### config.mk
export PLATFORM = sky130hd
export DESIGN_NAME = mem_arbiter
export DESIGN_NICKNAME = d
export VERILOG_FILES = /design/src/rtl/mem_arbiter.sv
export SDC_FILE = /design/constraint.sdc
export NUM_CORES = 1
export LEC_CHECK = 0
export CORE_MARGIN = 1.5
export CORE_UTILIZATION = 40
export CTS_CLUSTER_DIAMETER = 200
export DETAILED_ROUTE_END_ITERATION = 6
export GPL_ROUTABILITY_DRIVEN = 0
export PLACE_DENSITY = 0.84
export SLEW_MARGIN = 40
export SYNTH_ARGS = -nofsm -noshare
export SYNTH_HDL_FRONTEND = slang
export SYNTH_SLANG_ARGS = --single-unit
export TNS_END_PERCENT = 50
### constraint.sdc
create_clock -name clk -period 2 [get_ports clk]
set_input_delay 0.5 -clock clk [delete_from_list [all_inputs] [get_ports clk]]
set_output_delay 0.5 -clock clk [all_outputs]
set_load 0.05 [all_outputs]
### src/rtl/mem_arbiter.sv
// Three-slot round-robin memory arbiter. A one-hot IDLE/ISSUE/RELEASE FSM forwards one
// requester at a time to a single memory port and aborts accesses that take too long.
module mem_arbiter #(
  parameter logic [7:0] TIMEOUT = 8'd255
) (
  input  logic        clk,
  input  logic        reset,
  input  logic [47:0] req_address,
  input  logic [47:0] req_data,
  input  logic [5:0]  req_request,
  input  logic [2:0]  req_we,
  output logic [2:0]  req_done,
  output logic [15:0] req_rdata,
  output logic [15:0] mem_address,
  output logic [15:0] mem_data,
  output logic [1:0]  mem_request,
  output logic        mem_we,
  input  logic        mem_done,
  input  logic [15:0] mem_rdata,
  output logic [1:0]  grant,
  output logic        timeout_err
);

  typedef enum logic [2:0] {
    IDLE    = 3'b001,
    ISSUE   = 3'b010,
    RELEASE = 3'b100
  } state_t;

  // TIMEOUT of 0 wraps to a limit of 255, giving a 256-cycle window.
  localparam logic [7:0] CNT_LIMIT = TIMEOUT - 8'd1;
  localparam logic [1:0] NO_GRANT  = 2'b11;

  state_t      state_reg, state_next;
  logic [1:0]  rr_reg, rr_next;
  logic [7:0]  cnt_reg, cnt_next;
  logic [15:0] mem_address_reg, mem_address_next;
  logic [15:0] mem_data_reg, mem_data_next;
  logic [1:0]  mem_request_reg, mem_request_next;
  logic        mem_we_reg, mem_we_next;
  logic [2:0]  req_done_reg, req_done_next;
  logic [15:0] req_rdata_reg, req_rdata_next;
  logic [1:0]  grant_reg, grant_next;
  logic        timeout_err_reg, timeout_err_next;

  // Four-entry slot views so a 2-bit index never leaves range; entry 3 is never pending.
  logic [15:0] slot_addr [4];
  logic [15:0] slot_data [4];
  logic [1:0]  slot_req  [4];
  logic [3:0]  slot_we;
  logic [3:0]  pending;

  genvar gi;
  generate
    for (gi = 0; gi < 4; gi++) begin : g_slot
      if (gi < 3) begin : g_real
        assign slot_addr[gi] = req_address[16*gi +: 16];
        assign slot_data[gi] = req_data[16*gi +: 16];
        assign slot_req[gi]  = req_request[2*gi +: 2];
        assign slot_we[gi]   = req_we[gi];
        assign pending[gi]   = |req_request[2*gi +: 2];
      end else begin : g_pad
        assign slot_addr[gi] = 16'h0000;
        assign slot_data[gi] = 16'h0000;
        assign slot_req[gi]  = 2'b00;
        assign slot_we[gi]   = 1'b0;
        assign pending[gi]   = 1'b0;
      end
    end
  endgenerate

  function automatic logic [1:0] next_slot(input logic [1:0] s);
    return (s >= 2'd2) ? 2'd0 : s + 2'd1;
  endfunction

  logic [1:0] cand0, cand1, cand2;
  logic [1:0] sel_slot;
  logic       sel_valid;

  always_comb begin
    cand0     = rr_reg;
    cand1     = next_slot(cand0);
    cand2     = next_slot(cand1);
    sel_valid = |pending;
    if (pending[cand0])      sel_slot = cand0;
    else if (pending[cand1]) sel_slot = cand1;
    else                     sel_slot = cand2;
  end

  always_ff @(posedge clk or negedge reset) begin
    if (!reset) begin
      state_reg       <= IDLE;
      rr_reg          <= 2'd0;
      cnt_reg         <= 8'd0;
      mem_address_reg <= 16'h0000;
      mem_data_reg    <= 16'h0000;
      mem_request_reg <= 2'b00;
      mem_we_reg      <= 1'b0;
      req_done_reg    <= 3'b000;
      req_rdata_reg   <= 16'h0000;
      grant_reg       <= NO_GRANT;
      timeout_err_reg <= 1'b0;
    end else begin
      state_reg       <= state_next;
      rr_reg          <= rr_next;
      cnt_reg         <= cnt_next;
      mem_address_reg <= mem_address_next;
      mem_data_reg    <= mem_data_next;
      mem_request_reg <= mem_request_next;
      mem_we_reg      <= mem_we_next;
      req_done_reg    <= req_done_next;
      req_rdata_reg   <= req_rdata_next;
      grant_reg       <= grant_next;
      timeout_err_reg <= timeout_err_next;
    end
  end

  always_comb begin
    state_next       = state_reg;
    rr_next          = rr_reg;
    cnt_next         = cnt_reg;
    mem_address_next = mem_address_reg;
    mem_data_next    = mem_data_reg;
    mem_request_next = mem_request_reg;
    mem_we_next      = mem_we_reg;
    req_done_next    = 3'b000;
    req_rdata_next   = req_rdata_reg;
    grant_next       = grant_reg;
    timeout_err_next = timeout_err_reg;

    case (state_reg)
      IDLE: begin
        grant_next       = NO_GRANT;
        mem_address_next = 16'h0000;
        mem_data_next    = 16'h0000;
        mem_request_next = 2'b00;
        mem_we_next      = 1'b0;
        if (sel_valid) begin
          mem_address_next = slot_addr[sel_slot];
          mem_data_next    = slot_data[sel_slot];
          mem_request_next = slot_req[sel_slot];
          mem_we_next      = slot_we[sel_slot];
          grant_next       = sel_slot;
          cnt_next         = 8'd0;
          state_next       = ISSUE;
        end
      end

      ISSUE: begin
        // Completion is checked first so it wins over a timeout on the same edge.
        if (mem_done || (cnt_reg == CNT_LIMIT)) begin
          mem_address_next = 16'h0000;
          mem_data_next    = 16'h0000;
          mem_request_next = 2'b00;
          mem_we_next      = 1'b0;
          req_done_next    = 3'b001 << grant_reg;
          rr_next          = next_slot(grant_reg);
          state_next       = RELEASE;
          if (mem_done) begin
            req_rdata_next = mem_rdata;
          end else begin
            req_rdata_next   = 16'h0000;
            timeout_err_next = 1'b1;
          end
        end else begin
          cnt_next = cnt_reg + 8'd1;
        end
      end

      RELEASE: begin
        grant_next = NO_GRANT;
        state_next = IDLE;
      end

      default: begin
        state_next       = IDLE;
        grant_next       = NO_GRANT;
        mem_address_next = 16'h0000;
        mem_data_next    = 16'h0000;
        mem_request_next = 2'b00;
        mem_we_next      = 1'b0;
      end
    endcase
  end

  assign req_done    = req_done_reg;
  assign req_rdata   = req_rdata_reg;
  assign mem_address = mem_address_reg;
  assign mem_data    = mem_data_reg;
  assign mem_request = mem_request_reg;
  assign mem_we      = mem_we_reg;
  assign grant       = grant_reg;
  assign timeout_err = timeout_err_reg;

endmodule

==> metrics.txt, run 1 <==
# TYPE chip_impl_metric gauge
chip_impl_info{name="run_status",value="complete, but fails checks"} 1
chip_impl_info{name="violations",value="setup timing"} 1
chip_impl_info{name="commonest_non_fill_non_tap_cell_in_the_layout",value="sky130_fd_sc_hd__clkdlybuf4s50_1"} 1
chip_impl_metric{name="layout.cell_area.non_filler",unit="sq um"} 5699
chip_impl_metric{name="yosys_warnings",unit=""} 0
chip_impl_metric{name="first_pass_grt_wire_length",unit="mm"} 14.80
chip_impl_metric{name="post-dp-hpwl",unit="mm"} 7.760
chip_impl_metric{name="cp.buffers_inverters",unit=""} 3
chip_impl_metric{name="synth-seq-area-share",unit="%"} 51.34
chip_impl_info{name="cts.root.buffer_cell",value="sky130_fd_sc_hd__clkbuf_8"} 1
chip_impl_metric{name="clkLatencyLatePin",unit="ns"} 0.34
chip_impl_metric{name="port_buffers",unit=""} 180
chip_impl_metric{name="fmaxAchievable",unit="MHz"} 499.0
chip_impl_metric{name="asyncSetResetFlopFracSynth",unit="%"} 100.0
chip_impl_metric{name="wl_met1",unit="mm"} 4.045
chip_impl_metric{name="ys_ff_latch",unit=""} 70
chip_impl_metric{name="mappedNetlistArea",unit="sq um"} 3420
chip_impl_metric{name="clock_sink_count",unit=""} 70
chip_impl_metric{name="syn-instance-count",unit=""} 277
chip_impl_metric{name="report.final.setup_viol",unit=""} 2
chip_impl_metric{name="worst-path-max-fanout",unit=""} 6
chip_impl_metric{name="io_pins",unit=""} 181
chip_impl_metric{name="postCtsHoldBufs",unit=""} 0
chip_impl_metric{name="critical_path_required",unit="ns"} 2.22
chip_impl_metric{name="max_capacitance_violation_count",unit=""} 0
chip_impl_metric{name="period_utilization",unit="%"} 100.2
chip_impl_info{name="crit_chain",value="clkdlybuf4s50_1, or2_4, buf_4, nand2_1, and3_4, buf_12, mux2i_1, o21ai_1"} 1
chip_impl_info{name="top_family_by_delay_on_critical_path",value="buffers and inverters"} 1
chip_impl_info{name="tritoncts",value="built"} 1
chip_impl_metric{name="grt_max_degree",unit=""} 26
chip_impl_metric{name="cp_arrival",unit="ns"} 2.22
chip_impl_metric{name="clkSlewWorstSetupHoldPaths",unit="ns"} 0.08
chip_impl_metric{name="worst_slack",unit="ns"} -0.003864
chip_impl_metric{name="syn_avg_cell_area",unit="sq um"} 12.34
chip_impl_metric{name="detail_route.drc_violations",unit=""} 0
chip_impl_info{name="top_signal_layer_used",value="met4"} 1
chip_impl_metric{name="routed_wl",unit="mm"} 10.47
chip_impl_metric{name="cts_htree_levels",unit=""} 3
chip_impl_metric{name="synth_enable_flop_cells",unit=""} 0
chip_impl_metric{name="min_period",unit="ns"} 2.004
chip_impl_metric{name="routed_via_density",unit=""} 5.282
chip_impl_metric{name="floorplan.die_area",unit="sq um"} 9113
chip_impl_metric{name="groute.usage.overall",unit="%"} 21.58
chip_impl_metric{name="core_region_area",unit="sq um"} 8258
chip_impl_metric{name="totalNegativeSetupSlack",unit="ns"} -0.004490
chip_impl_metric{name="power.density_cell_area",unit="nW/um^2"} 1364
chip_impl_metric{name="finalHoldViolations",unit=""} 0
chip_impl_info{name="setup.worst_path.start_class",value="input port"} 1
chip_impl_metric{name="grt_antenna_before_repair",unit=""} 0
chip_impl_info{name="slowest_stage",value="sky130_fd_sc_hd__clkdlybuf4s50_1"} 1
chip_impl_metric{name="timing.max_slew.rel_slack",unit="%"} 59.77
chip_impl_metric{name="first_global_vias",unit=""} 3030
chip_impl_metric{name="drt_pre_antenna_iters",unit=""} 4
chip_impl_metric{name="post_drt_wl_per_cell",unit="um"} 17.68
chip_impl_metric{name="met2_length",unit="mm"} 5.409
chip_impl_info{name="synth_ff_type",value="sky130_fd_sc_hd__dfrtp_1"} 1
chip_impl_info{name="end_kind",value="register"} 1
chip_impl_metric{name="area_growth_syn_to_layout",unit="%"} 66.67
chip_impl_metric{name="grt_overflow",unit=""} 0
chip_impl_metric{name="die_h",unit="um"} 95.46
chip_impl_metric{name="floorplan.initialDensity",unit="%"} 41.41
chip_impl_metric{name="cts-root-to-sink-buffers",unit=""} 2
chip_impl_info{name="holdCritPathClass",value="input port to async pin"} 1
chip_impl_metric{name="wl_met3",unit="um"} 875
chip_impl_metric{name="dpl-instance-area",unit="sq um"} 5410
chip_impl_metric{name="final_layout_size_suffix_gt1_share",unit="%"} 27.93
chip_impl_metric{name="final_max_slew_viol_count",unit=""} 0
chip_impl_metric{name="critPathMaxStageDelay",unit="ns"} 0.44
chip_impl_metric{name="antenna_left",unit=""} 0
chip_impl_metric{name="dp_slack",unit="ns"} -0.5326
chip_impl_metric{name="mappedNetlistNets",unit=""} 403
chip_impl_metric{name="ir_drop",unit="uV"} 786.9
chip_impl_metric{name="layout.filler_cells",unit=""} 618
chip_impl_info{name="final_cell_mix",value="117 x sky130_fd_sc_hd__clkdlybuf4s50_1, 67 x sky130_fd_sc_hd__dfrtp_1, 59 x sky130_fd_sc_hd__buf_4, 37 x sky130_fd_sc_hd__o21ai_1, 31 x sky130_fd_sc_hd__mux2i_1"} 1
chip_impl_metric{name="vias",unit=""} 3127
chip_impl_metric{name="standard_cell_row_count",unit=""} 33
chip_impl_metric{name="n_antenna_cell",unit=""} 0
chip_impl_metric{name="timing_worst_slew_pin_value",unit="ns"} 0.6035
chip_impl_metric{name="initialDrtViolationCount",unit=""} 94
chip_impl_metric{name="finalClockSkew",unit="ns"} 0.009847
chip_impl_metric{name="power.static_leakage",unit="uW"} 0.002445
chip_impl_metric{name="cts_inserted_buffers",unit=""} 9
chip_impl_metric{name="dieWidth",unit="um"} 95.46
chip_impl_metric{name="nets",unit=""} 608
chip_impl_info{name="path_class",value="input port to register"} 1
chip_impl_metric{name="yosysUniqueCellTypes",unit=""} 43
-- what timing repair did --
item | CTS | global route
buffers inserted | 2 | 0
pin swaps | 2 | 4
gates cloned | 0 | 3
endpoints found under the setup margin | 53 | 34
resized for setup | 22 | 15
-- worst reg2reg max path, stage by stage, from the launching register on --
cell                      delay [ns]
sky130_fd_sc_hd__dfrtp_1        0.42
sky130_fd_sc_hd__inv_1          0.07
sky130_fd_sc_hd__ha_1           0.14
sky130_fd_sc_hd__nand3_1        0.10
sky130_fd_sc_hd__o21ai_1        0.26
sky130_fd_sc_hd__buf_4          0.18
sky130_fd_sc_hd__o21ai_4        0.06
sky130_fd_sc_hd__buf_4          0.20
sky130_fd_sc_hd__a22oi_2        0.21
sky130_fd_sc_hd__o21ai_1        0.10
-- Yosys cell counts (2+ instances only) --
library cell / instances / share of area [%]
sky130_fd_sc_hd__dfrtp_1: 67 / 49
sky130_fd_sc_hd__o21ai_1: 37 / 5.4
sky130_fd_sc_hd__mux2i_1: 35 / 10
sky130_fd_sc_hd__a22oi_2: 29 / 11
sky130_fd_sc_hd__a22o_1: 16 / 4.1
sky130_fd_sc_hd__nor2_1: 8 / 0.88
sky130_fd_sc_hd__buf_4: 7 / 1.5
sky130_fd_sc_hd__a22oi_1: 6 / 1.3
sky130_fd_sc_hd__nand3_1: 5 / 0.73
sky130_fd_sc_hd__buf_2: 4 / 0.59
sky130_fd_sc_hd__buf_6: 4 / 1.3
sky130_fd_sc_hd__inv_1: 4 / 0.44
sky130_fd_sc_hd__nand2_1: 4 / 0.44
sky130_fd_sc_hd__nor3_1: 4 / 0.59
sky130_fd_sc_hd__o21ai_0: 4 / 0.59
sky130_fd_sc_hd__xnor2_1: 4 / 1.0
sky130_fd_sc_hd__a21o_1: 3 / 0.66
sky130_fd_sc_hd__a21oi_1: 3 / 0.44
sky130_fd_sc_hd__clkbuf_1: 3 / 0.33
sky130_fd_sc_hd__dfstp_2: 3 / 2.3
sky130_fd_sc_hd__nor3b_1: 3 / 0.66
sky130_fd_sc_hd__ha_1: 2 / 0.73
sky130_fd_sc_hd__or3_1: 2 / 0.37
-- layout make-up --
| cell class | instances | area (sq um) | share of cell area (%) |
|---|---|---|---|
| clock buffer | 12 | 145.1 | 2.547 |
| multi-input combinational | 185 | 1577 | 27.66 |
| tap | 105 | 131.4 | 2.305 |
| sequential | 70 | 1755 | 30.80 |
| timing repair buffer | 212 | 2051 | 35.98 |
| inverter | 4 | 15.01 | 0.2634 |
| clock inverter | 4 | 25.02 | 0.4391 |
-- report_power, final --
| part | switching [uW] | internal (uW) |
|---|---|---|
| Combinational | 2720 | 1830 |
| Sequential | 339 | 1900 |
| Clock | 515 | 481 |
| Total | 3570 | 4200 |
-- metrics by stage --
step           utilization [%]  total power [uW]  std cells  hold slack (ns)
4_1_cts                  67.48              7589        589           0.1769
3_5_place_dp             65.52              6654        571           0.4569
3_3_place_gp             65.15              6531        569           0.4446
5_1_grt                  69.02              8143        592           0.1926
2_1_floorplan                -              5083        277           0.2044
6_report                 69.02              7774        592           0.1727
-- cell families after synthesis --
group	count (synthesis)	synth area share (%)
and+or+nand+nor	38	6.696
AOI/OAI and AO/OA	106	25.76
adders and majority gates	2	0.7317
buffers and inverters	22	4.208
xor gates and xnor gates	4	1.024
DFF	70	51.34
muxes	35	10.25
-- path summary, 6_finish.rpt --
path,startpoint,end,slack (ns),depth (start not counted)
min reg2reg,timeout_err,timeout_err,0.47,1
max in group asynchronous,reset,mem_address[0],1.27,2
min in group clk,timeout_err,timeout_err,0.47,1
max reg2reg,cnt_reg[0],mem_address[7],0.14,9
max,req_request[0],mem_data[4],-0.004,8
min,reset,req_rdata[10],0.17,1
-- routing by layer --
| layer | track usage (%) | vias to the layer above |
|---|---|---|
| met5 | 0 | - |
| met4 | 7.230 | 0 |
| met3 | 5.662 | 13 |
| met2 | 39.13 | 128 |
| met1 | 24.44 | 1526 |
| li1 | - | 1460 |
Note: power is estimated with default switching activity, not from simulation.
==> run 2, diff against run 1 <==
--- a/config.mk
+++ b/config.mk
@@ -5,12 +5,14 @@
 export SDC_FILE = /design/constraint.sdc
 export NUM_CORES = 1
 export LEC_CHECK = 0
+export CELL_PAD_IN_SITES_DETAIL_PLACEMENT = 1
+export CELL_PAD_IN_SITES_GLOBAL_PLACEMENT = 1
 export CORE_MARGIN = 1.5
-export CORE_UTILIZATION = 40
+export CORE_UTILIZATION = 30
 export CTS_CLUSTER_DIAMETER = 200
 export DETAILED_ROUTE_END_ITERATION = 6
 export GPL_ROUTABILITY_DRIVEN = 0
-export PLACE_DENSITY = 0.84
+export PLACE_DENSITY = 0.85
 export SLEW_MARGIN = 40
 export SYNTH_ARGS = -nofsm -noshare
 export SYNTH_HDL_FRONTEND = slang
==> run 2 against run 1 <==
The run now ends clean. Largest cell class unchanged. Utilization down 15 points. Maximum frequency up 0.50%. Sequential cell count unchanged.
==> metrics.txt, run 2 (same netlist as run 1, synthesis figures left out) <==
# TYPE chip_impl_metric gauge
chip_impl_info{name="crit_start",value="req_request[0]"} 1
chip_impl_metric{name="fmaxAchievable",unit="MHz"} 501.5
chip_impl_metric{name="worst-path-max-fanout",unit=""} 10
chip_impl_metric{name="timing_worst_slew_pin_value",unit="ns"} 0.5707
chip_impl_metric{name="groute.usage.overall",unit="%"} 19.50
chip_impl_metric{name="layout.area.seq",unit="sq um"} 1755
chip_impl_metric{name="clkLatencyLatePin",unit="ns"} 0.33
chip_impl_metric{name="power.density_cell_area",unit="nW/um^2"} 1429
chip_impl_metric{name="dpl-instance-area",unit="sq um"} 5484
chip_impl_metric{name="grt_antenna_before_repair",unit=""} 0
chip_impl_metric{name="max_capacitance_violation_count",unit=""} 0
chip_impl_metric{name="cts-root-to-sink-buffers",unit=""} 2
chip_impl_metric{name="final_max_slew_viol_count",unit=""} 0
chip_impl_metric{name="core_region_area",unit="sq um"} 10980
chip_impl_metric{name="floorplan.initialDensity",unit="%"} 31.13
chip_impl_metric{name="first_global_vias",unit=""} 3513
chip_impl_metric{name="timing.max_slew.rel_slack",unit="%"} 61.96
chip_impl_metric{name="floorplan.die_area",unit="sq um"} 12050
chip_impl_info{name="cts.root.buffer_cell",value="sky130_fd_sc_hd__clkbuf_16"} 1
chip_impl_metric{name="port_buffers",unit=""} 180
chip_impl_metric{name="dieWidth",unit="um"} 109.8
chip_impl_metric{name="nets",unit=""} 612
chip_impl_info{name="path_class",value="input port to register"} 1
chip_impl_info{name="tritoncts",value="built"} 1
chip_impl_metric{name="period_utilization",unit="%"} 99.70
chip_impl_metric{name="power.static_leakage",unit="uW"} 0.002565
chip_impl_metric{name="vias",unit=""} 3174
chip_impl_metric{name="grt_overflow",unit=""} 0
chip_impl_metric{name="standard_cell_row_count",unit=""} 38
chip_impl_metric{name="post_drt_wl_per_cell",unit="um"} 19.60
chip_impl_metric{name="final_layout_size_suffix_gt1_share",unit="%"} 31.98
chip_impl_metric{name="die_h",unit="um"} 109.8
chip_impl_metric{name="ir_drop",unit="uV"} 788.4
chip_impl_metric{name="postCtsHoldBufs",unit=""} 0
chip_impl_metric{name="finalClockSkew",unit="ns"} 0.006319
chip_impl_metric{name="min_period",unit="ns"} 1.994
chip_impl_metric{name="area_growth_syn_to_layout",unit="%"} 74.68
chip_impl_metric{name="first_pass_grt_wire_length",unit="mm"} 17.75
chip_impl_metric{name="layout.core_utilization",unit="%"} 54.39
chip_impl_info{name="final_cell_mix",value="118 x sky130_fd_sc_hd__clkdlybuf4s50_1, 69 x sky130_fd_sc_hd__buf_4, 67 x sky130_fd_sc_hd__dfrtp_1, 37 x sky130_fd_sc_hd__o21ai_1, 33 x sky130_fd_sc_hd__a22oi_2"} 1
chip_impl_metric{name="grt_max_degree",unit=""} 71
chip_impl_metric{name="cp_arrival",unit="ns"} 2.20
chip_impl_metric{name="cts_htree_levels",unit=""} 3
chip_impl_info{name="end_kind",value="register"} 1
chip_impl_metric{name="routed_wl",unit="mm"} 12.37
chip_impl_info{name="run_status",value="finished, final reports clean"} 1
chip_impl_metric{name="initialDrtViolationCount",unit=""} 117
chip_impl_metric{name="critPathMaxStageDelay",unit="ns"} 0.45
chip_impl_metric{name="cts_inserted_buffers",unit=""} 9
chip_impl_metric{name="io_pins",unit=""} 181
chip_impl_metric{name="report.final.setup_viol",unit=""} 0
chip_impl_info{name="crit_chain",value="clkdlybuf4s50_1, or2_2, nand2_1, and3_4, buf_12, mux2i_1, o21ai_1"} 1
chip_impl_metric{name="detail_route.drc_violations",unit=""} 0
chip_impl_metric{name="clkSlewWorstSetupHoldPaths",unit="ns"} 0.06
chip_impl_info{name="slowest_stage",value="sky130_fd_sc_hd__clkdlybuf4s50_1"} 1
chip_impl_metric{name="critical_path_required",unit="ns"} 2.21
chip_impl_metric{name="layout.filler_cells",unit=""} 1156
chip_impl_metric{name="routed_via_density",unit=""} 5.030
chip_impl_metric{name="layout.cell_area.non_filler",unit="sq um"} 5973
chip_impl_metric{name="finalHoldViolations",unit=""} 0
chip_impl_info{name="setup.worst_path.start_class",value="input port"} 1
chip_impl_metric{name="multi_input_area",unit="sq um"} 1618
chip_impl_metric{name="drt_pre_antenna_iters",unit=""} 4
chip_impl_info{name="rsz_0062_raised_after_global_routing",value="true"} 1
chip_impl_info{name="worst_r2r_startpoint",value="cand0[1]"} 1
chip_impl_info{name="holdCritPathClass",value="input port to async pin"} 1
chip_impl_metric{name="totalNegativeSetupSlack",unit="ns"} 0
chip_impl_metric{name="clock_sink_count",unit=""} 70
chip_impl_metric{name="n_antenna_cell",unit=""} 0
chip_impl_info{name="commonest_non_fill_non_tap_cell_in_the_layout",value="sky130_fd_sc_hd__clkdlybuf4s50_1"} 1
chip_impl_metric{name="post-dp-hpwl",unit="mm"} 8.954
chip_impl_metric{name="antenna_left",unit=""} 0
run 2: report_power, final:
group | switching, uW | internal (uW) | total, uW
registers | 380 | 1900 | 2280
clock network | 590 | 867 | 1460
logic | 2800 | 1990 | 4790
total | 3770 | 4760 | 8530
run 2: final timing paths:
check / to / slack, ns / cells past startpoint
min reg2reg: timeout_err / 0.46 / 1
min in group clk: timeout_err / 0.46 / 1
max reg2reg: mem_data[7] / 0.22 / 7
max: mem_data[7] / 0.006 / 7
min: req_rdata[14] / 0.18 / 2
max in group asynchronous: state_reg[0] / 1.49 / 2
run 2: per-stage QoR:
| stage | total power [uW] | hold WS [ns] | cells | setup slack (ns) |
|---|---|---|---|---|
| finish | 8534 | 0.1806 | 631 | 0.006025 |
| global route | 8966 | 0.2043 | 631 | -0.04492 |
| CTS | 8401 | 0.1962 | 626 | 0.0006177 |
| detailed placement | 6824 | 0.4680 | 608 | -0.4205 |
| global placement | 6677 | 0.4589 | 608 | -0.3242 |
| floorplan | 5083 | 0.2044 | 277 | 0.1575 |
run 2: final cells by class:
cell class | instances | share of cell area, %
multi-input cells | 185 | 27.08
well taps | 140 | 2.933
clock buffers | 12 | 4.127
inverters | 4 | 0.2514
repair buffers | 216 | 35.84
flip-flops and latches | 70 | 29.39
clock inverters | 4 | 0.3770
run 2: metal layers:
layer | track usage [%] | part of all wire [%] | vias to the layer above
li1 | - | - | 1463
met1 | 20.41 | 37 | 1559
met2 | 37.13 | 54 | 131
met3 | 5.216 | 7.0 | 21
met4 | 6.772 | 2.0 | 0
met5 | 0 | 0 | -
run 2: worst max-delay path, delay by kind of cell:
family	cells	cell delay, ns
mux	1	0.23
compound gates	1	0.10
simple gates	3	0.72
buf+inv	2	0.64
run 2: what timing repair did:
| action | in CTS | in global routing |
|---|---|---|
| resized for setup | 16 | 16 |
| setup buffers | 2 | 0 |
| cloned | 0 | 5 |
| endpoints found under the setup margin | 41 | 38 |
| pin swaps | 2 | 3 |
